$ cat src/rtl/fpioa_pkg.sv
// -----------------------------------------------------------------------------
// fpioa_pkg
// Shared definitions for the FPIOA configuration-port arbiter:
//   - state_t      : sequencer states (IDLE -> ISSUE -> RESP)
//   - M0 / M1      : master identifiers used for grants and the rr pointer
//   - *_DEF        : default values for the top-level parameters
// -----------------------------------------------------------------------------
package fpioa_pkg;

  typedef enum logic [1:0] {
    ST_IDLE  = 2'd0,
    ST_ISSUE = 2'd1,
    ST_RESP  = 2'd2
  } state_t;

  localparam logic M0 = 1'b0;
  localparam logic M1 = 1'b1;

  localparam int ADDR_W_DEF   = 8;
  localparam int DATA_W_DEF   = 32;
  localparam int LOCK_MAX_DEF = 64;

endpackage

$ cat src/rtl/fpioa_rr_arb.sv
// -----------------------------------------------------------------------------
// fpioa_rr_arb
// Two-way round-robin grant. The requests arrive already masked by the
// caller's eligibility rules. On a tie the master not granted last wins.
// The pointer moves only when the caller takes the grant.
//   clk, rst   : clock, asynchronous active-high reset
//   req[1:0]   : eligible requests, bit index = master id
//   arb_en     : caller is at an arbitration point and will take the grant
//   gnt_valid  : at least one eligible request
//   gnt_id     : id of the winning master (valid with gnt_valid)
// -----------------------------------------------------------------------------
module fpioa_rr_arb
  import fpioa_pkg::*;
(
  input  logic       clk,
  input  logic       rst,
  input  logic [1:0] req,
  input  logic       arb_en,
  output logic       gnt_valid,
  output logic       gnt_id
);

  // Id of the master granted most recently; resets to M1 so M0 wins the
  // first tie.
  logic last_q;

  always_comb begin
    gnt_valid = |req;
    gnt_id    = M0;
    if (req == 2'b11) begin
      gnt_id = ~last_q;
    end else if (req[1]) begin
      gnt_id = M1;
    end
  end

  // NOTE: clocked state uses non-blocking assignments so every register
  // samples pre-edge values regardless of statement order.
  always_ff @(posedge clk or posedge rst) begin
    if (rst) begin
      last_q <= M1;
    end else if (arb_en && gnt_valid) begin
      last_q <= gnt_id;
    end
  end

endmodule

$ cat src/rtl/fpioa_bus_arb.sv
// -----------------------------------------------------------------------------
// fpioa_bus_arb
// Shares the FPIOA configuration/register port between the core load/store
// path (m0) and a debug/boot pin-mux loader (m1). Each access runs as
// ISSUE (one strobe cycle) followed by RESP (ack plus registered read data).
// m1 may hold a bounded lock so that a multi-register reconfiguration is
// applied atomically.
//   clk, rst                 : clock, asynchronous active-high reset
//   mX_req_i/we_i/addr_i/
//   mX_wdata_i/sel_i         : master X request, held until mX_ack_o
//   mX_ack_o, mX_rdata_o     : one-cycle completion, read data (0 for writes)
//   m1_lock_i                : m1 asks for exclusive ownership
//   lock_to_o                : one-cycle pulse when the lock is forcibly released
//   f_waddr_o/f_raddr_o/
//   f_data_o/f_sel_o         : FPIOA address/data, hold the last latched values
//   f_we_o/f_rd_o            : FPIOA strobes, high only during ISSUE
//   f_rdata_i                : FPIOA read data, valid the cycle after f_rd_o
// -----------------------------------------------------------------------------
module fpioa_bus_arb
  import fpioa_pkg::*;
#(
  parameter int ADDR_W   = ADDR_W_DEF,
  parameter int DATA_W   = DATA_W_DEF,
  parameter int LOCK_MAX = LOCK_MAX_DEF
) (
  input  logic                clk,
  input  logic                rst,
  input  logic                m0_req_i,
  input  logic                m0_we_i,
  input  logic [ADDR_W-1:0]   m0_addr_i,
  input  logic [DATA_W-1:0]   m0_wdata_i,
  input  logic [DATA_W/8-1:0] m0_sel_i,
  output logic                m0_ack_o,
  output logic [DATA_W-1:0]   m0_rdata_o,
  input  logic                m1_req_i,
  input  logic                m1_we_i,
  input  logic [ADDR_W-1:0]   m1_addr_i,
  input  logic [DATA_W-1:0]   m1_wdata_i,
  input  logic [DATA_W/8-1:0] m1_sel_i,
  output logic                m1_ack_o,
  output logic [DATA_W-1:0]   m1_rdata_o,
  input  logic                m1_lock_i,
  output logic                lock_to_o,
  output logic [ADDR_W-1:0]   f_waddr_o,
  output logic [ADDR_W-1:0]   f_raddr_o,
  output logic [DATA_W-1:0]   f_data_o,
  output logic [DATA_W/8-1:0] f_sel_o,
  output logic                f_we_o,
  output logic                f_rd_o,
  input  logic [DATA_W-1:0]   f_rdata_i
);

  localparam int SEL_W = DATA_W / 8;
  localparam int CNT_W = (LOCK_MAX > 2) ? $clog2(LOCK_MAX) : 1;
  localparam logic [CNT_W-1:0] CNT_LAST = CNT_W'(LOCK_MAX - 1);

  state_t state_q, state_d;

  // Transaction captured at grant.
  logic              cur_id_q;
  logic              cur_we_q;
  logic [ADDR_W-1:0] cur_addr_q;
  logic [DATA_W-1:0] cur_wdata_q;
  logic [SEL_W-1:0]  cur_sel_q;

  // Lock bookkeeping.
  logic             lock_q;
  logic [CNT_W-1:0] lock_cnt_q;
  logic             lock_to_q;
  logic             lock_block_q;  // timed-out lock request not yet seen low

  logic       arb_pt;
  logic       lock_release;
  logic       lock_active;
  logic       lock_set;
  logic       timeout;
  logic [1:0] elig;
  logic       gnt_valid;
  logic       gnt_id;
  logic       take;

  // Grants are taken in IDLE and in RESP (the back-to-back path).
  assign arb_pt = (state_q == ST_IDLE) || (state_q == ST_RESP);

  // Dropping m1_lock_i at an arbitration point releases the lock in that
  // same cycle, so m0 can win the grant immediately.
  assign lock_release = lock_q && arb_pt && !m1_lock_i;
  assign lock_active  = lock_q && !lock_release;
  assign timeout      = lock_q && (lock_cnt_q == CNT_LAST);

  // The master being acked cannot be re-granted in its own RESP cycle.
  assign elig[0] = m0_req_i && !lock_active &&
                   !((state_q == ST_RESP) && (cur_id_q == M0));
  assign elig[1] = m1_req_i &&
                   !((state_q == ST_RESP) && (cur_id_q == M1));

  fpioa_rr_arb u_rr_arb (
    .clk       (clk),
    .rst       (rst),
    .req       (elig),
    .arb_en    (arb_pt),
    .gnt_valid (gnt_valid),
    .gnt_id    (gnt_id)
  );

  assign take     = arb_pt && gnt_valid;
  assign lock_set = take && (gnt_id == M1) && m1_lock_i && !lock_block_q;

  // NOTE: every variable driven here gets a default first, so no path can
  // leave it unassigned and infer a latch.
  always_comb begin
    state_d = state_q;
    unique case (state_q)
      ST_IDLE:  if (take) state_d = ST_ISSUE;
      ST_ISSUE: state_d = ST_RESP;
      ST_RESP:  state_d = take ? ST_ISSUE : ST_IDLE;
      default:  state_d = ST_IDLE;
    endcase
  end

  always_ff @(posedge clk or posedge rst) begin
    if (rst) begin
      state_q <= ST_IDLE;
    end else begin
      state_q <= state_d;
    end
  end

  // NOTE: the capture registers drive the FPIOA address/data pins directly,
  // so they are reset to give all-zero outputs out of reset.
  always_ff @(posedge clk or posedge rst) begin
    if (rst) begin
      cur_id_q    <= M0;
      cur_we_q    <= 1'b0;
      cur_addr_q  <= '0;
      cur_wdata_q <= '0;
      cur_sel_q   <= '0;
    end else if (take) begin
      cur_id_q    <= gnt_id;
      cur_we_q    <= (gnt_id == M1) ? m1_we_i    : m0_we_i;
      cur_addr_q  <= (gnt_id == M1) ? m1_addr_i  : m0_addr_i;
      cur_wdata_q <= (gnt_id == M1) ? m1_wdata_i : m0_wdata_i;
      cur_sel_q   <= (gnt_id == M1) ? m1_sel_i   : m0_sel_i;
    end
  end

  // Lock: the timeout outranks a voluntary release. A re-grant to m1 with
  // the lock still held keeps the counter running, so the hold stays bounded.
  always_ff @(posedge clk or posedge rst) begin
    if (rst) begin
      lock_q       <= 1'b0;
      lock_cnt_q   <= '0;
      lock_to_q    <= 1'b0;
      lock_block_q <= 1'b0;
    end else begin
      lock_to_q <= timeout;

      if (timeout || lock_release) begin
        lock_q     <= 1'b0;
        lock_cnt_q <= '0;
      end else if (lock_q) begin
        lock_cnt_q <= lock_cnt_q + 1'b1;
      end else if (lock_set) begin
        lock_q <= 1'b1;
      end

      if (timeout) begin
        lock_block_q <= 1'b1;
      end else if (!m1_lock_i) begin
        lock_block_q <= 1'b0;
      end
    end
  end

  // Strobes and acks decode straight from the state register, so an
  // asynchronous reset removes them at once.
  assign f_we_o = (state_q == ST_ISSUE) &&  cur_we_q;
  assign f_rd_o = (state_q == ST_ISSUE) && !cur_we_q;

  // The FPIOA read path decodes waddr bits, so both addresses carry it.
  assign f_waddr_o = cur_addr_q;
  assign f_raddr_o = cur_addr_q;
  assign f_data_o  = cur_wdata_q;
  assign f_sel_o   = cur_sel_q;

  assign m0_ack_o   = (state_q == ST_RESP) && (cur_id_q == M0);
  assign m1_ack_o   = (state_q == ST_RESP) && (cur_id_q == M1);
  assign m0_rdata_o = (m0_ack_o && !cur_we_q) ? f_rdata_i : '0;
  assign m1_rdata_o = (m1_ack_o && !cur_we_q) ? f_rdata_i : '0;
  assign lock_to_o  = lock_to_q;

endmodule

$ cat config.mk
export PLATFORM = sky130hd
export DESIGN_NAME = fpioa_bus_arb
export DESIGN_NICKNAME = d
export VERILOG_FILES = /design/src/rtl/fpioa_pkg.sv /design/src/rtl/fpioa_rr_arb.sv /design/src/rtl/fpioa_bus_arb.sv
export SDC_FILE = /design/constraint.sdc
export NUM_CORES = 1
export LEC_CHECK = 0
export CORE_UTILIZATION = 38
export DETAILED_ROUTE_END_ITERATION = 8
export PLACE_DENSITY = 0.87
export RECOVER_POWER = 50
export SYNTH_ARGS = -nofsm -noshare
export SYNTH_HDL_FRONTEND = slang
export SYNTH_SLANG_ARGS = --single-unit
$ cat constraint.sdc
create_clock -name clk -period 2.9 [get_ports clk]
set_input_delay 0.58 -clock clk [delete_from_list [all_inputs] [get_ports clk]]
set_output_delay 0.58 -clock clk [all_outputs]
set_load 0.02 [all_outputs]
# == After elaboration in Yosys (flattened, before gate mapping) ==
# Cells that the tools add are included.
# op_classes
addsub,1
multipliers,0
div_mod_pow,0
magnitude_cmp,0
eq_ne,6
n_shift,0
mux,18
bitwise_logic,2
reduce_logical,29
# ops
operator,n
2-to-1 mux 32 bit,3
logical AND 1 bit,17
2-to-1 mux 6 bit,2
2-to-1 mux 1 bit,9
2-to-1 mux 8 bit,1
zero test 1 bit,7
"adder 6 x 1 -> 6 bit, second input constant",1
"== test 6 bit, second input constant",1
one-hot mux 2 bit (3 select lines),1
"== test 2 bit, second input constant",2
2-to-1 mux 4 bit,1
"== test 2 x 1 -> 1 bit, second input constant",1
zero test 2 bit,1
logical OR 1 bit,2
2-to-1 mux 2 bit,1
"!= test 2 x 1 -> 1 bit, second input constant",1
"!= test 2 bit, second input constant",1
inverter 1 bit,2
nonzero test 2 bit,1
OR reduction 2 bit,1
# word_totals
regBits,58
latchBits,0
mem_bits_rw,0
rom_bits,0
in_bits,127
output_inout_bits,121
word_cells,67
memories,0

# == Longest topological paths before layout ==
# logic_depth
ltp_word,17
mapped_depth,7

# == By module ==
# Synthesis repeated with hierarchy kept, for this count alone.
# unflattened
cells_unflattened,342
hier_area_um2,3193.1
# by_module_without_submodules
mod,n_inst,cells_each,area_per_inst_um2,seq_area_each_um2
fpioa_bus_arb,1,336,3138.0,1426.4
fpioa_rr_arb,1,6,55.1,26.3

# == Worst setup path before layout ==
# No wires, ideal clock.
# synth_path
kind,input -> register
from,input port m1_lock_i
to,"register cur_wdata_q[2], in the netlist f_data_o[2]"
arrival_ps,1948
required_ps,2775
slack_ps,827
cell_stages,6
path_buffers,2
cell_sequence,o21a_1 > o311ai_4 > buf_6 > buf_8 > mux2_4 > mux2_2
# synth_via
elab_chain_cells,10
# synth_lines
item,line,rtl
start: declaration,fpioa_bus_arb.sv:42,"input logic m1_lock_i,"
zero test 1 bit (*),--,
logical AND 1 bit (*),fpioa_bus_arb.sv:87,assign lock_release = lock_q && arb_pt && !m1_lock_i;
zero test 1 bit (*),fpioa_bus_arb.sv:88,assign lock_active = lock_q && !lock_release;
logical AND 1 bit (*),fpioa_bus_arb.sv:88,
zero test 1 bit (*),fpioa_bus_arb.sv:92,assign elig[0] = m0_req_i && !lock_active &&
logical AND 1 bit (*) (2 in series),fpioa_bus_arb.sv:92,
== test 2 bit,fpioa_rr_arb.sv:30,if (req == 2'b11) begin
2-to-1 mux 1 bit,fpioa_rr_arb.sv:30,
2-to-1 mux 32 bit,fpioa_bus_arb.sv:142,cur_wdata_q <= (gnt_id == M1) ? m1_wdata_i : m0_wdata_i;
end signal: assignment,fpioa_bus_arb.sv:142,
end: declaration,fpioa_bus_arb.sv:63,logic [DATA_W-1:0] cur_wdata_q;
# Every way passes the cells marked *; elsewhere a longest branch is shown, timed or not.
# A chain may end at the register's enable or synchronous reset.

# == Final worst setup path ==
# layout_path
from,register state_q[0]
to,output port m1_rdata_o[31]
# layout_via
elab_chain_cells,4
# layout_lines
item,line,rtl
start: declaration,fpioa_bus_arb.sv:57,"state_t state_q, state_d;"
start signal: assignment,fpioa_bus_arb.sv:125,state_q <= state_d;
== test 2 bit,fpioa_bus_arb.sv:187,assign m1_ack_o = (state_q == ST_RESP) && (cur_id_q == M1);
logical AND 1 bit,fpioa_bus_arb.sv:187,
logical AND 1 bit,fpioa_bus_arb.sv:189,assign m1_rdata_o = (m1_ack_o && !cur_we_q) ? f_rdata_i : '0;
2-to-1 mux 32 bit,fpioa_bus_arb.sv:189,
end: declaration,fpioa_bus_arb.sv:41,"output logic [DATA_W-1:0] m1_rdata_o,"
# No other way between the ends.

==> run_summary.xml <==
<?xml version="1.0" encoding="UTF-8"?>
<metrics>
  <group name="sta">
    <metric name="finalCriticalPeriod" unit="ns">2.83</metric>
    <metric name="total_negative_slack_for_setup_checks" unit="ns">0</metric>
    <metric name="final_max_slew_viol_count" unit="">0</metric>
    <metric name="final.hold.worst_slack" unit="ns">0.471</metric>
    <metric name="maxSlewHeadroom" unit="">0.291</metric>
    <metric name="worst-slew-pin-transition" unit="ns">1.06</metric>
    <metric name="finalSetupViolations" unit="">0</metric>
    <metric name="fin_crit_sh" unit="">0.977</metric>
    <metric name="hold_viol" unit="">0</metric>
    <metric name="max_clock_freq" unit="MHz">353</metric>
    <metric name="skew" unit="ns">0.00808</metric>
  </group>
  <group name="placed_design">
    <metric name="place.detailed.instances" unit="">623</metric>
    <metric name="port_buffers" unit="">247</metric>
    <metric name="dp_hpwl" unit="mm">8.52</metric>
    <metric name="placer_congestion_estimate" unit="">0.773</metric>
  </group>
  <group name="logic_synthesis">
    <metric name="seq_area_frac_synth" unit="">0.422</metric>
    <metric name="postSynthAreaPerCell" unit="um2">11.9</metric>
    <metric name="ff_latch_count_synth" unit="">58</metric>
    <metric name="synth-adder-area-share" unit="">0.00363</metric>
    <metric name="yosys_warnings" unit="">0</metric>
    <metric name="synth_top_family_by_area" unit="">multiplexers</metric>
    <metric name="syn_inst" unit="">289</metric>
    <metric name="postSynthNetCount" unit="">417</metric>
    <metric name="synth_xor_area_frac" unit="">0.00763</metric>
    <metric name="ys.flop_type" unit="">dfrtp_1</metric>
    <metric name="synthSimpleGateAreaFrac" unit="">0.155</metric>
    <metric name="number_of_enable_flip_flop_cells_after_synthesis" unit="">0</metric>
    <metric name="ys_types" unit="">33</metric>
    <metric name="synthesis.area" unit="um2">3450</metric>
    <metric name="post_synth_mux_area_share" unit="">0.322</metric>
    <metric name="async_sr_flop_fraction" unit="">1.00</metric>
    <metric name="synth_compound_area_frac" unit="">0.0287</metric>
  </group>
  <group name="floorplanning">
    <metric name="floorplan.die_area" unit="um2">9450</metric>
    <metric name="floorplan.die.height" unit="um">97.2</metric>
    <metric name="initial_core_util" unit="">0.393</metric>
    <metric name="floorplan.core_area" unit="um2">8760</metric>
    <metric name="fp-row-count" unit="">34</metric>
    <metric name="ios" unit="">248</metric>
    <metric name="chipWidth" unit="um">97.2</metric>
  </group>
  <group name="global_route">
    <metric name="globalRoute.totalOverflow" unit="">0</metric>
    <metric name="grt_max_degree" unit="">49</metric>
    <metric name="first_global_vias" unit="">3206</metric>
    <metric name="grt_pass1_wl" unit="mm">17.1</metric>
    <metric name="track_usage" unit="">0.231</metric>
    <metric name="antenna_found_initial" unit="">0</metric>
  </group>
  <group name="drt">
    <metric name="route.met3.wl" unit="um">623</metric>
    <metric name="drt-total-wl" unit="mm">11.0</metric>
    <metric name="ant_nets" unit="">0</metric>
    <metric name="routed_vias" unit="">3078</metric>
    <metric name="dr.first_iter.drc_count" unit="">87</metric>
    <metric name="routed_via_density" unit="">4.80</metric>
    <metric name="drt_pass1_iterations" unit="">4</metric>
    <metric name="drt_drc_violations_left" unit="">0</metric>
    <metric name="wl_met2" unit="mm">5.65</metric>
    <metric name="route.detailed.wl_per_inst" unit="um">17.2</metric>
    <metric name="topRoutingLayerUsed" unit="">met4</metric>
    <metric name="wl_met1" unit="mm">4.51</metric>
  </group>
  <group name="worst_setup_path">
    <metric name="critPathLaunchType" unit="">flop</metric>
    <metric name="ff_to_ff_start" unit="">state_q[0]</metric>
    <metric name="slowest_cell_delay_on_critical_path" unit="ns">0.61</metric>
    <metric name="crit_path_cell_trace" unit="">nand3b_1 -&gt; nor2_2 -&gt; buf_4 -&gt; and2_1 -&gt; clkdlybuf4s50_1</metric>
    <metric name="worstPathMaxFanout" unit="">16</metric>
    <metric name="crit_path_top_delay_cell" unit="">clkdlybuf4s50_1</metric>
    <metric name="critical_path_class" unit="">flop to output pin</metric>
    <metric name="cp-end-kind" unit="">output pin</metric>
    <metric name="crit_arrival" unit="ns">2.25</metric>
    <metric name="worst_setup_path_startpoint" unit="">state_q[0]</metric>
    <metric name="critical_path_required" unit="ns">2.32</metric>
  </group>
  <group name="power_and_ir_drop">
    <metric name="total_power" unit="uW">5370</metric>
    <metric name="p_leak" unit="uW">0.00265</metric>
    <metric name="power.ir.vdd_worst" unit="mV">0.530</metric>
    <metric name="pwr_density_cell" unit="nW/um2">865</metric>
  </group>
  <group name="clocking">
    <metric name="clkTransAtPathRegs" unit="ns">0.07</metric>
    <metric name="cts_tree" unit="">yes</metric>
    <metric name="cts.htree.levels" unit="">3</metric>
    <metric name="numClockSinks" unit="">58</metric>
    <metric name="cts_buffers" unit="">9</metric>
    <metric name="clock_path_buffers" unit="">2</metric>
    <metric name="clock_tree.root_cell" unit="">clkbuf_8</metric>
    <metric name="worstSkewPairLatency" unit="ns">0.33</metric>
  </group>
  <group name="cells_and_area">
    <metric name="final_core_util" unit="">0.708</metric>
    <metric name="n_fill_cell" unit="">659</metric>
    <metric name="regArea" unit="um2">1450</metric>
    <metric name="finalNonFillerCells" unit="">641</metric>
    <metric name="diodes_inserted" unit="">0</metric>
    <metric name="drive_above_1_share" unit="">0.223</metric>
    <metric name="layout-area-overhead-vs-synth" unit="%">80.2</metric>
    <metric name="multi_input_comb_area" unit="um2">1800</metric>
    <metric name="finish.net_count" unit="">656</metric>
  </group>
  <group name="run">
    <metric name="max-cap-violations" unit="">0</metric>
  </group>
  <group name="min_path">
    <metric name="hold_path_class" unit="">flop to flop</metric>
    <metric name="hold_start" unit="">u_rr_arb.last_q</metric>
  </group>
  <group name="outcome">
    <metric name="result_of_the_run" unit="">completed</metric>
  </group>
</metrics>
==> cell families after synthesis <==
| logic type | count (synthesis) |
|---|---|
| and+or+nand+nor | 92 |
| buffers and inverters | 31 |
| DFF | 58 |
| adders and majority gates | 1 |
| xor gates and xnor gates | 3 |
| AOI/OAI and AO/OA | 11 |
| muxes | 93 |
==> stage by stage <==
step	setup slack (ns)	instance area [um2]
final	0.0658	6210
after detailed placement	0.192	5950
after global placement	0.234	5950
after floorplan	0.827	3450
after CTS	0.00917	6190
after global routing	-0.0367	6210
==> sequential cells by signal, summed over array words and instances, names as in the netlist <==
register	count
f_data_o	32
f_sel_o	4
cur_id_q	1
lock_q	1
f_raddr_o	8
u_rr_arb.last_q	1
lock_to_o	1
state_q	2
lock_block_q	1
cur_we_q	1
lock_cnt_q	6
==> synthesized netlist by cell type, types with 2 or more instances <==
cell type  instances  area [um2]
buf_4             13        97.6
nand3_1            3        15.0
mux2i_1            2        20.0
mux2_2            74         833
o21a_1             2        15.0
clkbuf_1           6        22.5
mux2_4            17         255
buf_2              3        15.0
nor3_1             2        10.0
nand2_1            5        18.8
and2_1            65         407
nand4_1            2        12.5
inv_1              5        18.8
buf_6              2        22.5
dfrtp_1           57        1430
xor2_1             3        26.3
nor2_1             9        33.8
a21oi_1            2        10.0
nor2b_1            3        18.8
==> path summary, 6_finish.rpt <==
check | end | slack (ns) | cells after the start
min in group asynchronous | f_sel_o[2] | 0.96 | 2
setup / recovery | m1_rdata_o[31] | 0.07 | 5
max in group asynchronous | f_raddr_o[2] | 0.56 | 3
setup reg to reg | f_raddr_o[1] | 0.73 | 5
hold / removal | u_rr_arb.last_q | 0.47 | 2
hold reg to reg | u_rr_arb.last_q | 0.47 | 2
==> worst max-delay path, delay by kind of cell, from the launching register on <==
| family | cells | cell delay (ns) |
|---|---|---|
| buffers and inverters | 2 | 0.85 |
| AND/OR/NAND/NOR | 3 | 0.59 |
| flip-flops | 1 | 0.48 |
==> placed cells by master, fill, tap and decap left out, drive strengths merged, types with 2 or more instances in the layout <==
master	instances
dfrtp	57
nand3	3
and2	65
nand2	5
xor2	3
mux2	91
nor3	2
dlygate4sd3	47
nor2b	3
o21ai	2
nand4	2
clkbuf	13
bufinv	2
clkdlybuf4s50	195
inv	5
a21oi	2
o21a	2
nor2	9
dlymetal6s2s	5
mux2i	2
buf	6
==> power by group <==
part / total, uW / internal [uW] / switching, uW / leakage [uW]
Sequential: 1480 / 1210 / 267 / 0.000692
Clock: 872 / 553 / 319 / 0.000119
Combinational: 3030 / 1610 / 1420 / 0.00184
==> repair_timing <==
item                                    CTS  global route
hold buffers                              0             0
endpoints found under the setup margin    3            32
setup buffers                             0             1
pin swaps                                 0             0
gates resized for setup                   1             8
gates cloned                              0             1
==> metal layers <==
| layer | vias to the layer above | track usage |
|---|---|---|
| li1 | 1454 | - |
| met1 | 1484 | 0.275 |
| met2 | 121 | 0.413 |
| met3 | 19 | 0.0489 |
| met4 | 0 | 0.0769 |
| met5 | - | 0 |
==> layout make-up <==
type | count | area share
clock buffers | 12 | 0.0266
clock inverters | 4 | 0.0117
inverters | 5 | 0.00302
multi-input cells | 200 | 0.290
flip-flops and latches | 58 | 0.234
well taps | 108 | 0.0218
repair buffers | 254 | 0.413
(Power assumes the default switching activity.)
